`src/rtl/simple_uart.sv`:
```
// -----------------------------------------------------------------------------
// simple_uart
// Minimal 8N1 UART peripheral for the processor peripheral bus.
//   - 32-bit baud divider register (byte-lane writable); one bit-time is
//     divider+2 clock cycles.
//   - One transmit shift register; data writes stall via reg_dat_wait while
//     a frame (or the post-divider-change idle period) is in flight.
//   - One-byte receive buffer; reads return the byte or an "empty" code.
//
// Ports
//   clk           system clock, rising edge
//   resetn        asynchronous active-low reset
//   ser_tx        serial transmit line (idle high)
//   ser_rx        serial receive line (idle high)
//   reg_div_we    per-byte write enables for the divider
//   reg_div_di    divider write data
//   reg_div_do    current divider value
//   reg_dat_we    transmit request, reg_dat_di[7:0] is sent
//   reg_dat_re    read strobe, consumes the receive buffer
//   reg_dat_di    transmit data (bits [7:0] used)
//   reg_dat_do    received byte {24'b0, byte} or empty code
//   reg_dat_wait  stall for reg_dat_we while the transmitter is busy
//
// Build option
//   SIMPLE_UART_EMPTY_ONES_EN  defined   : empty code is 32'hFFFFFFFF
//                              undefined : empty code is 32'h00000000
// -----------------------------------------------------------------------------
module simple_uart (
   input  logic        clk,
   input  logic        resetn,
   output logic        ser_tx,
   input  logic        ser_rx,
   input  logic [3:0]  reg_div_we,
   input  logic [31:0] reg_div_di,
   output logic [31:0] reg_div_do,
   input  logic        reg_dat_we,
   input  logic        reg_dat_re,
   input  logic [31:0] reg_dat_di,
   output logic [31:0] reg_dat_do,
   output logic        reg_dat_wait
);

`ifdef SIMPLE_UART_EMPTY_ONES_EN
   localparam logic [31:0] EMPTY_CODE = 32'hFFFF_FFFF;
`else
   localparam logic [31:0] EMPTY_CODE = 32'h0000_0000;
`endif

   // Receiver sequence: idle, start-bit centring, eight data bits, stop bit.
   typedef enum logic [3:0] {
      RX_IDLE  = 4'd0,
      RX_START = 4'd1,
      RX_BIT0  = 4'd2,
      RX_BIT1  = 4'd3,
      RX_BIT2  = 4'd4,
      RX_BIT3  = 4'd5,
      RX_BIT4  = 4'd6,
      RX_BIT5  = 4'd7,
      RX_BIT6  = 4'd8,
      RX_BIT7  = 4'd9,
      RX_STOP  = 4'd10
   } rx_state_t;

   logic [31:0] div_value;

   logic [9:0]  tx_pattern_reg;
   logic [3:0]  tx_bitcnt_reg;
   logic [31:0] tx_divcnt_reg;
   logic        tx_dummy_reg;

   rx_state_t   rx_state_reg;
   logic [31:0] rx_divcnt_reg;
   logic [7:0]  rx_pattern_reg;
   logic [7:0]  rx_data_reg;
   logic        rx_valid_reg;

   // Only the low byte of the transmit data is ever sent.
   logic unused_dat_di_bits;
   assign unused_dat_di_bits = &{1'b0, reg_dat_di[31:8]};

   // ---------------------------------------------------------------------
   // Divider register: four independent byte lanes, reset value 1.
   // ---------------------------------------------------------------------
   genvar gi;
   generate
      for (gi = 0; gi < 4; gi++) begin : g_div_lane
         logic [7:0] lane_reg;
         always_ff @(posedge clk or negedge resetn) begin
            if (!resetn) begin
               lane_reg <= (gi == 0) ? 8'h01 : 8'h00;
            end else if (reg_div_we[gi]) begin
               lane_reg <= reg_div_di[8*gi +: 8];
            end
         end
         assign div_value[8*gi +: 8] = lane_reg;
      end
   endgenerate

   assign reg_div_do = div_value;

   // ---------------------------------------------------------------------
   // Transmitter
   // ---------------------------------------------------------------------
   assign ser_tx       = tx_pattern_reg[0];
   assign reg_dat_wait = reg_dat_we && ((tx_bitcnt_reg != 4'd0) || tx_dummy_reg);

   always_ff @(posedge clk or negedge resetn) begin
      if (!resetn) begin
         tx_pattern_reg <= 10'h3FF;
         tx_bitcnt_reg  <= 4'd0;
         tx_divcnt_reg  <= 32'd0;
         tx_dummy_reg   <= 1'b1;
      end else begin
         tx_divcnt_reg <= tx_divcnt_reg + 32'd1;
         if (tx_dummy_reg && (tx_bitcnt_reg == 4'd0)) begin
            // 15 idle bit-times so the far end can resync to a new rate.
            tx_pattern_reg <= 10'h3FF;
            tx_bitcnt_reg  <= 4'd15;
            tx_divcnt_reg  <= 32'd0;
            tx_dummy_reg   <= 1'b0;
         end else if (reg_dat_we && (tx_bitcnt_reg == 4'd0)) begin
            tx_pattern_reg <= {1'b1, reg_dat_di[7:0], 1'b0};
            tx_bitcnt_reg  <= 4'd10;
            tx_divcnt_reg  <= 32'd0;
         end else if ((tx_divcnt_reg > div_value) && (tx_bitcnt_reg != 4'd0)) begin
            tx_pattern_reg <= {1'b1, tx_pattern_reg[9:1]};
            tx_bitcnt_reg  <= tx_bitcnt_reg - 4'd1;
            tx_divcnt_reg  <= 32'd0;
         end
         // A divider write always re-arms the idle period, even if the
         // branch above just consumed the previous request.
         if (|reg_div_we) begin
            tx_dummy_reg <= 1'b1;
         end
      end
   end

   // ---------------------------------------------------------------------
   // Receiver
   // ---------------------------------------------------------------------
   always_ff @(posedge clk or negedge resetn) begin
      if (!resetn) begin
         rx_state_reg   <= RX_IDLE;
         rx_divcnt_reg  <= 32'd0;
         rx_pattern_reg <= 8'd0;
         rx_data_reg    <= 8'd0;
         rx_valid_reg   <= 1'b0;
      end else begin
         rx_divcnt_reg <= rx_divcnt_reg + 32'd1;
         // A completing byte below overrides this clear.
         if (reg_dat_re) begin
            rx_valid_reg <= 1'b0;
         end
         case (rx_state_reg)
            RX_IDLE: begin
               rx_divcnt_reg <= 32'd0;
               if (!ser_rx) begin
                  rx_state_reg <= RX_START;
               end
            end
            RX_START: begin
               // Half a bit-time into the start bit; 33-bit compare.
               if ({rx_divcnt_reg, 1'b0} > {1'b0, div_value}) begin
                  rx_state_reg  <= RX_BIT0;
                  rx_divcnt_reg <= 32'd0;
               end
            end
            RX_STOP: begin
               if (rx_divcnt_reg > div_value) begin
                  rx_data_reg   <= rx_pattern_reg;
                  rx_valid_reg  <= 1'b1;
                  rx_state_reg  <= RX_IDLE;
                  rx_divcnt_reg <= 32'd0;
               end
            end
            default: begin
               // Data bits arrive LSB first, so shift in from the top.
               if (rx_divcnt_reg > div_value) begin
                  rx_pattern_reg <= {ser_rx, rx_pattern_reg[7:1]};
                  rx_state_reg   <= rx_state_t'(rx_state_reg + 4'd1);
                  rx_divcnt_reg  <= 32'd0;
               end
            end
         endcase
      end
   end

   assign reg_dat_do = rx_valid_reg ? {24'h0, rx_data_reg} : EMPTY_CODE;

endmodule

```
`config.mk`:
```
export PLATFORM = sky130hd
export DESIGN_NAME = simple_uart
export DESIGN_NICKNAME = d
export VERILOG_FILES = /design/src/rtl/simple_uart.sv
export SDC_FILE = /design/constraint.sdc
export NUM_CORES = 1
export LEC_CHECK = 0
export CORE_MARGIN = 1
export CORE_UTILIZATION = 35
export DETAILED_ROUTE_END_ITERATION = 8
export GPL_ROUTABILITY_DRIVEN = 1
export GPL_TIMING_DRIVEN = 1
export SYNTH_ARGS = -nofsm -noshare
export SYNTH_HDL_FRONTEND = slang
export SYNTH_SLANG_ARGS = --single-unit
```
`constraint.sdc`:
```
create_clock -name clk -period 3.09 [get_ports clk]
set_clock_uncertainty 0.1 [all_clocks]
set_input_delay 0.618 -clock clk [delete_from_list [all_inputs] [get_ports clk]]
set_output_delay 0.618 -clock clk [all_outputs]
set_load 0.05 [all_outputs]
```
==> key figures, run 1 <==
Critical path
  – CP Launch Type: register
  – CP max stage cell: a2111o_1
  – Critical path origin: rx_state_reg[1]
  – Largest stage delay, worst path: 0.47 ns
  – CP Class: reg -> reg
  – Crit-path cells: inv_1 > ha_1 > or3b_4 > a2111o_1 > a2111oi_4 > a211oi_2 > o21ai_1 > a21oi_1 > mux2_1
  – Worst endpoint required time: 3.30 ns
  – Crit path capture type: register
  – CP arrival: 3.08 ns
  – Maximum fanout along the worst path: 4
  – R2R Path Start: rx_state_reg[1]

Detailed routing
  – Pre-antenna DRT Iters: 5
  – Via/cell ratio: 4.98
  – Post-Route WL: 19,400 um
  – DRC: 0
  – WL/cell: 14.8 um
  – Final ANT Viol Nets: 0
  – Drt initial violations: 351
  – Routed vias: 6,510

GRT
  – Largest net degree at the start of global routing: 47
  – Initial antenna violation count: 0
  – GRT Total Usage: 16.9%
  – Wire length of the first global-routing pass: 32,300 um
  – Vias in the first global route: 6,288
  – Grt total ovfl: 0

Clocking
  – Clock-pin slew on the worst setup and hold paths: 0.07 ns
  – Hold Buf Count CTS: 0
  – Total CTS buffers: 17
  – Sink Count: 131
  – H-tree Lvls: 4
  – CTS tree: yes
  – CTS root buffer: clkbuf_16
  – CTS resizes: 0
  – Clk_lat worst skew: 0.43 ns
  – # Post-CTS Setup Buffers: 0
  – Clk buf depth: 2

Die
  – IO Pins: 139
  – DIE WIDTH: 156 um
  – Vert. Die Dim: 156 um
  – Core area: 22,900 um2
  – Cell Rows: 55
  – Initial Util: 36.2%
  – Die area: 24,300 um2

Status
  – Outcome: finished, violations left
  – Failing checks: hold timing

Placed design
  – GP Congestion: 0.807
  – I/O Buffers: 90
  – DP Wirelength: 14,600 um
  – Placed instance count: 1,276

STA
  – Worst-Margin Slew: 0.682 ns
  – Slew Viols, Final: 0
  – Final hold viol count: 4
  – Relative slew margins: 54.1%
  – RSZ-0062 raised after global routing: false
  – Final setup violation count: 0
  – Total negative setup slack: 0 ns
  – Final period demand of the worst path: 2.88 ns
  – Top achievable clock speed: 0.348 GHz
  – Final hold slack: -0.00178 ns
  – Final worst path period share: 93.1%

Cells and area
  – Share of the core filled with cells: 44.7%
  – Cell Count, Final, Fillers Out: 1,308
  – NumNets Final: 1,157
  – Layout cells sized above 1: 13.2%
  – Commonest non-fill, non-tap cell in the layout: dfrtp_1
  – Diode count: 0
  – Synth-to-Final Area Change: 23.5%
  – Most frequent cells in the layout: dfrtp_1 (120), ha_1 (102), clkdlybuf4s50_1 (88)

Pwr
  – Pleak: 4.84 nW
  – Maximum VDD drop: 335 uV
  – Power Density: 524 nW/um2

Synthesis
  – Post-synthesis mux area share: 2.92%
  – Top_reg_cell synth: dfrtp_1
  – Post-synthesis compound-gate area fraction: 10.4%
  – XOR/XNOR share of the synthesized area: 6.33%
  – Post-synthesis sequential area ratio: 39.7%
  – Syn_area_per_cell: 9.60 um2
  – Yosys warns: 0
  – Simple-gate share of the synthesized area: 19.8%
  – Count of cell types in the netlist: 58
  – Main combinational cell family by area after synthesis: simple AND/OR/NAND/NOR gates
  – Synthesis-stage register bit count: 131
  – Share of synthesized registers carrying an async set or reset: 100%
  – Cell count after synthesis: 865
  – Mapped cell area: 8300 um2
  – Post-synth EDFFs: 0
  – Synth Area in Adders: 15.4%

Min path
  – HP Class: in -> async

Flow run
  – Total of max-cap violations: 0
==> layer usage <==
layer	part of all wire, %	GRT usage (%)	vias up	wire, um
met3	4.7	3.53	15	915
li1	-	-	3242	-
met4	1.1	4.95	0	206
met2	45	26.1	128	8810
met1	49	23.6	3125	9450
met5	0	0	-	0
==> cells by family (layout without fill, tap and decap cells) <==
group	after synthesis	count (layout)
buffers and inverters	89	196
XOR/XNOR	60	60
AND/OR/NAND/NOR	319	319
multiplexers	22	22
adder cells (fa/ha/maj)	102	102
flip-flops	131	131
other	1	24
AO/OA/AOI/OAI	141	141
==> area by class of cell <==
cell class              instances  area (um2)
clock inverters                14         156
well taps                     313         392
multi-input cells             668        4660
flip-flops and latches        131        3290
inverters                      46         173
clock buffers                  18         429
repair buffers                118        1150
fillers                      2236       12700
==> path summary, 6_finish.rpt <==
check                           slack, ns                   endpoint  depth (start not counted)
worst max-delay path                 0.21            rx_state_reg[2]                          9
worst min-delay path               -0.002  g_div_lane[3].lane_reg[3]                          1
worst max register to register       0.21            rx_state_reg[2]                          9
min in group clk                     0.38           tx_bitcnt_reg[3]                          1
max in group asynchronous            2.17  g_div_lane[0].lane_reg[0]                          2
worst min register to register       0.38           tx_bitcnt_reg[3]                          1
==> synth_stat cells (11+ instances only) <==
cell,instances,share of area (%)
nor4_1,14,1.1
nand2_1,83,3.8
o21ai_0,51,3.1
dfrtp_1,120,36
clkbuf_1,14,0.63
nand3_1,32,1.9
xnor2_1,17,1.8
mux2_2,17,2.3
nor3_1,15,0.90
nor2_2,30,2.3
and3_1,13,0.98
nand4_1,34,2.6
nor2_1,58,2.6
and2_1,12,0.90
a21oi_1,50,3.0
buf_4,24,2.2
dfstp_2,11,3.5
xor2_1,43,4.5
inv_1,46,2.1
ha_1,102,15
==> power by group <==
| group | leakage, nW | total (W) | internal, W | switching, W |
|---|---|---|---|---|
| clock network | 0.274 | 0.00204 | 0.00120 | 0.000845 |
| logic | 2.88 | 0.00139 | 0.000535 | 0.000853 |
| registers | 1.69 | 0.00194 | 0.00182 | 0.000128 |
==> critical path: cells and delay by family (launching register included) <==
family / cells / cell delay, ns
AOI/OAI and AO/OA: 5 / 1.17
adders and majority gates: 1 / 0.18
buffers and inverters: 1 / 0.11
DFF: 1 / 0.42
muxes: 1 / 0.33
and+or+nand+nor: 1 / 0.43
==> per-stage QoR <==
| stage | cell area, um2 | power (W) | setup slack (ns) |
|---|---|---|---|
| floorplan | 8390 | 0.00296 | 0.0737 |
| global placement | 9640 | 0.00334 | 0.0365 |
| detailed placement | 9640 | 0.00336 | 0.0753 |
| CTS | 10200 | 0.00543 | 0.0602 |
| global route | 10200 | 0.00566 | 0.0533 |
| finish | 10200 | 0.00537 | 0.214 |
Note: power is estimated with default switching activity, not from simulation.
==> inputs of run 2 (changes only) <==
--- a/config.mk
+++ b/config.mk
@@ -5,11 +5,11 @@
 export SDC_FILE = /design/constraint.sdc
 export NUM_CORES = 1
 export LEC_CHECK = 0
-export CORE_MARGIN = 1
 export CORE_UTILIZATION = 35
 export DETAILED_ROUTE_END_ITERATION = 8
 export GPL_ROUTABILITY_DRIVEN = 1
 export GPL_TIMING_DRIVEN = 1
+export MAX_ROUTING_LAYER = met4
 export SYNTH_ARGS = -nofsm -noshare
 export SYNTH_HDL_FRONTEND = slang
 export SYNTH_SLANG_ARGS = --single-unit
==> key figures, run 2 (synthesis gave the netlist of run 1 again) <==
Die
  – DIE WIDTH: 156 um
  – Core area: 22,900 um2
  – IO Pins: 139
  – Vert. Die Dim: 156 um
  – Cell Rows: 55
  – Initial Util: 36.2%
  – Die area: 24,300 um2

Min path
  – HP Class: in -> async

STA
  – Worst-Margin Slew: 0.679 ns
  – Total negative setup slack: 0 ns
  – Final setup violation count: 0
  – Relative slew margins: 54.3%
  – Final worst setup slack: 0.209 ns
  – Final period demand of the worst path: 2.88 ns
  – Top achievable clock speed: 0.347 GHz
  – Final hold slack: -0.00575 ns
  – RSZ-0062 raised after global routing: false
  – Slew Viols, Final: 0
  – Final hold viol count: 2
  – Final worst path period share: 93.2%

GRT
  – Wire length of the first global-routing pass: 32,300 um
  – Grt total ovfl: 0
  – Vias in the first global route: 6,289
  – Largest net degree at the start of global routing: 47
  – Initial antenna violation count: 0
  – GRT Total Usage: 17.4%

Cells and area
  – Layout cells sized above 1: 13.2%
  – Diode count: 0
  – NumNets Final: 1,157
  – Share of the core filled with cells: 44.7%
  – Commonest non-fill, non-tap cell in the layout: dfrtp_1
  – Synth-to-Final Area Change: 23.5%
  – Most frequent cells in the layout: dfrtp_1 (120), ha_1 (102), clkdlybuf4s50_1 (88)
  – Fillcell total: 2,236

Critical path
  – Worst endpoint required time: 3.30 ns
  – Crit path capture type: register
  – Crit path to: rx_data_reg[7]
  – Reg-to-reg critical path endpoint: rx_data_reg[7]
  – Maximum fanout along the worst path: 9
  – R2R Path Start: g_div_lane[3].lane_reg[3]
  – CP arrival: 3.09 ns
  – Worst R2R Setup Slack: 0.21 ns
  – R2R cell count: 12
  – CP Launch Type: register
  – Critical path origin: g_div_lane[3].lane_reg[3]
  – CP Class: reg -> reg

Clocking
  – Sink Count: 131
  – Clk buf depth: 2
  – CTS root buffer: clkbuf_16
  – CTS tree: yes
  – Total CTS buffers: 17
  – Hold Buf Count CTS: 0
  – H-tree Lvls: 4
  – Clock-pin slew on the worst setup and hold paths: 0.07 ns
  – Clk_lat worst skew: 0.43 ns

Status
  – Failing checks: hold timing
  – Outcome: finished, violations left

Detailed routing
  – Pre-antenna DRT Iters: 5
  – Via/cell ratio: 4.97
  – DRC: 0
  – Routed vias: 6,503
  – Drt initial violations: 389
  – WL/cell: 14.9 um
  – Post-Route WL: 19,400 um
  – Final ANT Viol Nets: 0

Placed design
  – I/O Buffers: 90
  – DP Wirelength: 14,600 um
  – Post-Place Worst Slack: 0.0753 ns
  – GP Congestion: 0.819

Pwr
  – Power Density: 525 nW/um2
  – Tot Pwr: 0.00537 W
  – Pleak: 4.84 nW
  – Maximum VDD drop: 335 uV

Flow run
  – Total of max-cap violations: 0
-- run 2: where the power goes --
| group | internal (W) | switching (W) |
|---|---|---|
| sequential | 0.00182 | 0.000128 |
| clock | 0.00120 | 0.000843 |
| combinational | 0.000535 | 0.000855 |
-- run 2: stage by stage --
stage               instance area [um2]  instances
finish                            10200       1308
global route                      10200       1308
floorplan                          8390        888
global placement                   9640       1276
detailed placement                 9640       1276
CTS                               10200       1308
-- run 2: critical path, cell delays in order, from the launching register on --
cell	delay, ns
dfrtp_1	0.35
inv_1	0.06
buf_4	0.15
ha_1	0.29
nand4_1	0.16
nor4_1	0.36
buf_4	0.19
nand2b_1	0.05
a31oi_1	0.24
a21oi_2	0.09
nor3_2	0.16
buf_4	0.20
mux2_2	0.34
-- run 2: worst min-delay path by stage --
stage                          start                   endpoint  cells past startpoint
CTS                           resetn  g_div_lane[3].lane_reg[3]                      1
detailed placement  tx_bitcnt_reg[3]           tx_bitcnt_reg[3]                      1
global route                  resetn  g_div_lane[3].lane_reg[3]                      1
finish                        resetn  g_div_lane[3].lane_reg[3]                      1
floorplan                     resetn  g_div_lane[0].lane_reg[1]                      0
global placement    tx_bitcnt_reg[3]           tx_bitcnt_reg[3]                      1
-- run 2: layout make-up --
class	count	area (um2)	area share, %
multi-input combinational	668	4660	45.5
clock buffer	18	429	4.19
tap	313	392	3.82
inverter	46	173	1.68
clock inverter	14	156	1.53
sequential	131	3290	32.1
timing repair buffer	118	1150	11.2
-- run 2: timing repair --
action,CTS,global route
endpoints found under the setup margin,0,10
buffers inserted,0,0
gates resized for setup,0,2
-- run 2: layer usage --
metal	share of wire (%)	wire (um)	GRT usage [%]
met4	1.3	246	4.95
met5	0	0	-
met1	50	9730	24.0
met3	3.8	738	3.03
met2	45	8720	26.1
==> inputs of run 3 (changes only) <==
--- a/config.mk
+++ b/config.mk
@@ -10,6 +10,7 @@
 export GPL_ROUTABILITY_DRIVEN = 1
 export GPL_TIMING_DRIVEN = 1
 export MAX_ROUTING_LAYER = met4
+export RECOVER_POWER = 25
 export SYNTH_ARGS = -nofsm -noshare
 export SYNTH_HDL_FRONTEND = slang
 export SYNTH_SLANG_ARGS = --single-unit
==> key figures, run 3 (synthesis gave the netlist of run 1 again) <==
STA
  – Top achievable clock speed: 0.347 GHz
  – Final setup violation count: 0
  – RSZ-0062 raised after global routing: false
  – Final period demand of the worst path: 2.88 ns
  – Total negative setup slack: 0 ns
  – Final worst path period share: 93.2%
  – Relative slew margins: -64.9%
  – Final hold viol count: 0
  – Slew Viols, Final: 41
  – Worst-Margin Slew: 2.47 ns

Placed design
  – DP Wirelength: 14,600 um
  – GP Congestion: 0.819
  – I/O Buffers: 90

Critical path
  – Worst endpoint required time: 3.30 ns
  – Worst R2R Setup Slack: 0.21 ns
  – R2R cell count: 12
  – R2R Path Start: g_div_lane[3].lane_reg[3]
  – CP Launch Type: register
  – Critical path origin: g_div_lane[3].lane_reg[3]
  – CP max stage cell: nor4_1
  – CP arrival: 3.09 ns
  – Maximum fanout along the worst path: 9
  – CP Class: reg -> reg
  – Crit path capture type: register
  – CP dominant cell by count: buf_4
  – Largest stage delay, worst path: 0.36 ns
  – Reg-to-reg critical path endpoint: rx_data_reg[7]
  – Crit-path cells: inv_1 > buf_4 > ha_1 > nand4_1 > nor4_1 > buf_4 > nand2b_1 > a31oi_1 > a21oi_2 > nor3_2 > buf_4 > mux2_2

Pwr
  – Maximum VDD drop: 335 uV
  – Pleak: 4.84 nW
  – Power Density: 525 nW/um2

Die
  – Vert. Die Dim: 156 um
  – IO Pins: 139
  – Die area: 24,300 um2
  – Initial Util: 36.2%
  – DIE WIDTH: 156 um
  – Core area: 22,900 um2
  – Cell Rows: 55

Detailed routing
  – DRC: 0
  – Via/cell ratio: 4.97
  – Pre-antenna DRT Iters: 5
  – Final ANT Viol Nets: 0
  – Routed vias: 6,502
  – Post-Route WL: 19,400 um
  – WL/cell: 14.9 um
  – Drt initial violations: 389

Clocking
  – CTS root buffer: clkbuf_16
  – CTS resizes: 0
  – H-tree Lvls: 4
  – Clk buf depth: 2
  – Hold Buf Count CTS: 0
  – # Post-CTS Setup Buffers: 0
  – CTS tree: yes
  – Sink Count: 131
  – Clock-pin slew on the worst setup and hold paths: 0.07 ns
  – Total CTS buffers: 17
  – Clk_lat worst skew: 0.43 ns

GRT
  – Largest net degree at the start of global routing: 47
  – Initial antenna violation count: 0
  – GRT Total Usage: 17.4%
  – Wire length of the first global-routing pass: 32,300 um
  – Vias in the first global route: 6,289
  – Grt total ovfl: 0

Min path
  – Hold depth: 1
  – Hold path start: tx_bitcnt_reg[3]
  – HP Class: reg -> reg
  – Hold EP: tx_bitcnt_reg[3]

Cells and area
  – Share of the core filled with cells: 44.7%
  – Commonest non-fill, non-tap cell in the layout: dfrtp_1
  – Diode count: 0
  – Layout cells sized above 1: 13.1%
  – Most frequent cells in the layout: dfrtp_1 (120), ha_1 (102), clkdlybuf4s50_1 (88)
  – Synth-to-Final Area Change: 23.4%
  – NumNets Final: 1,157

Status
  – Outcome: finished, violations left
  – Failing checks: capacitance limit, slew limit

Flow run
  – Total of max-cap violations: 1
==> run 3: cell types whose count changed in the layout (fill, tap and decap cells not counted), sizes merged <==
cell and change:
buf -1, clkbuf +1
==> run 3: metrics by stage <==
stage / hold slack (ns) / power [W] / setup slack, ns / cell area, um2 / instances
after floorplan: 0.222 / 0.00296 / 0.0737 / 8390 / 888
after global placement: 0.375 / 0.00334 / 0.0365 / 9640 / 1276
after detailed placement: 0.384 / 0.00336 / 0.0753 / 9640 / 1276
after CTS: 0.00898 / 0.00543 / 0.0602 / 10200 / 1308
after global routing: 0.407 / 0.00566 / 0.0531 / 10200 / 1308
final: 0.379 / 0.00537 / 0.209 / 10200 / 1308
==> run 3: worst max path at each step <==
stage / to / slack, ns / cells after the start
2_1_floorplan: rx_state_reg[0] / 0.07 / 8
3_3_place_gp: tx_divcnt_reg[1] / 0.04 / 8
3_5_place_dp: tx_pattern_reg[1] / 0.08 / 8
4_1_cts: tx_divcnt_reg[1] / 0.06 / 8
5_1_grt: rx_data_reg[1] / 0.05 / 12
6_report: rx_data_reg[7] / 0.21 / 12
==> run 3: layout make-up <==
class / instances / area, um2
clock inverters: 14 / 156
well taps: 313 / 392
multi-input cells: 668 / 4660
clock buffers: 18 / 429
repair buffers: 118 / 1140
fillers: 2237 / 12700
flip-flops and latches: 131 / 3290
inverters: 46 / 173
==> run 3: metal layers <==
layer | wire (um) | track usage [%] | share of wire, %
met1 | 9730 | 24.0 | 50
met3 | 738 | 3.03 | 3.8
met5 | 0 | - | 0
met4 | 246 | 4.95 | 1.3
met2 | 8720 | 26.1 | 45
==> run 3: critical path, delay by kind of cell, from the launching register on <==
kind / cells / cell delay, ns
fa+ha+maj: 1 / 0.29
compound gates: 2 / 0.33
mux: 1 / 0.34
buf+inv: 4 / 0.60
flops: 1 / 0.35
simple gates: 4 / 0.73
==> run 3: where the power goes <==
group | leakage [nW] | switching (W) | internal [W]
combinational | 2.87 | 0.000855 | 0.000534
sequential | 1.69 | 0.000128 | 0.00182
clock | 0.274 | 0.000844 | 0.00120
total | 4.84 | 0.00183 | 0.00355
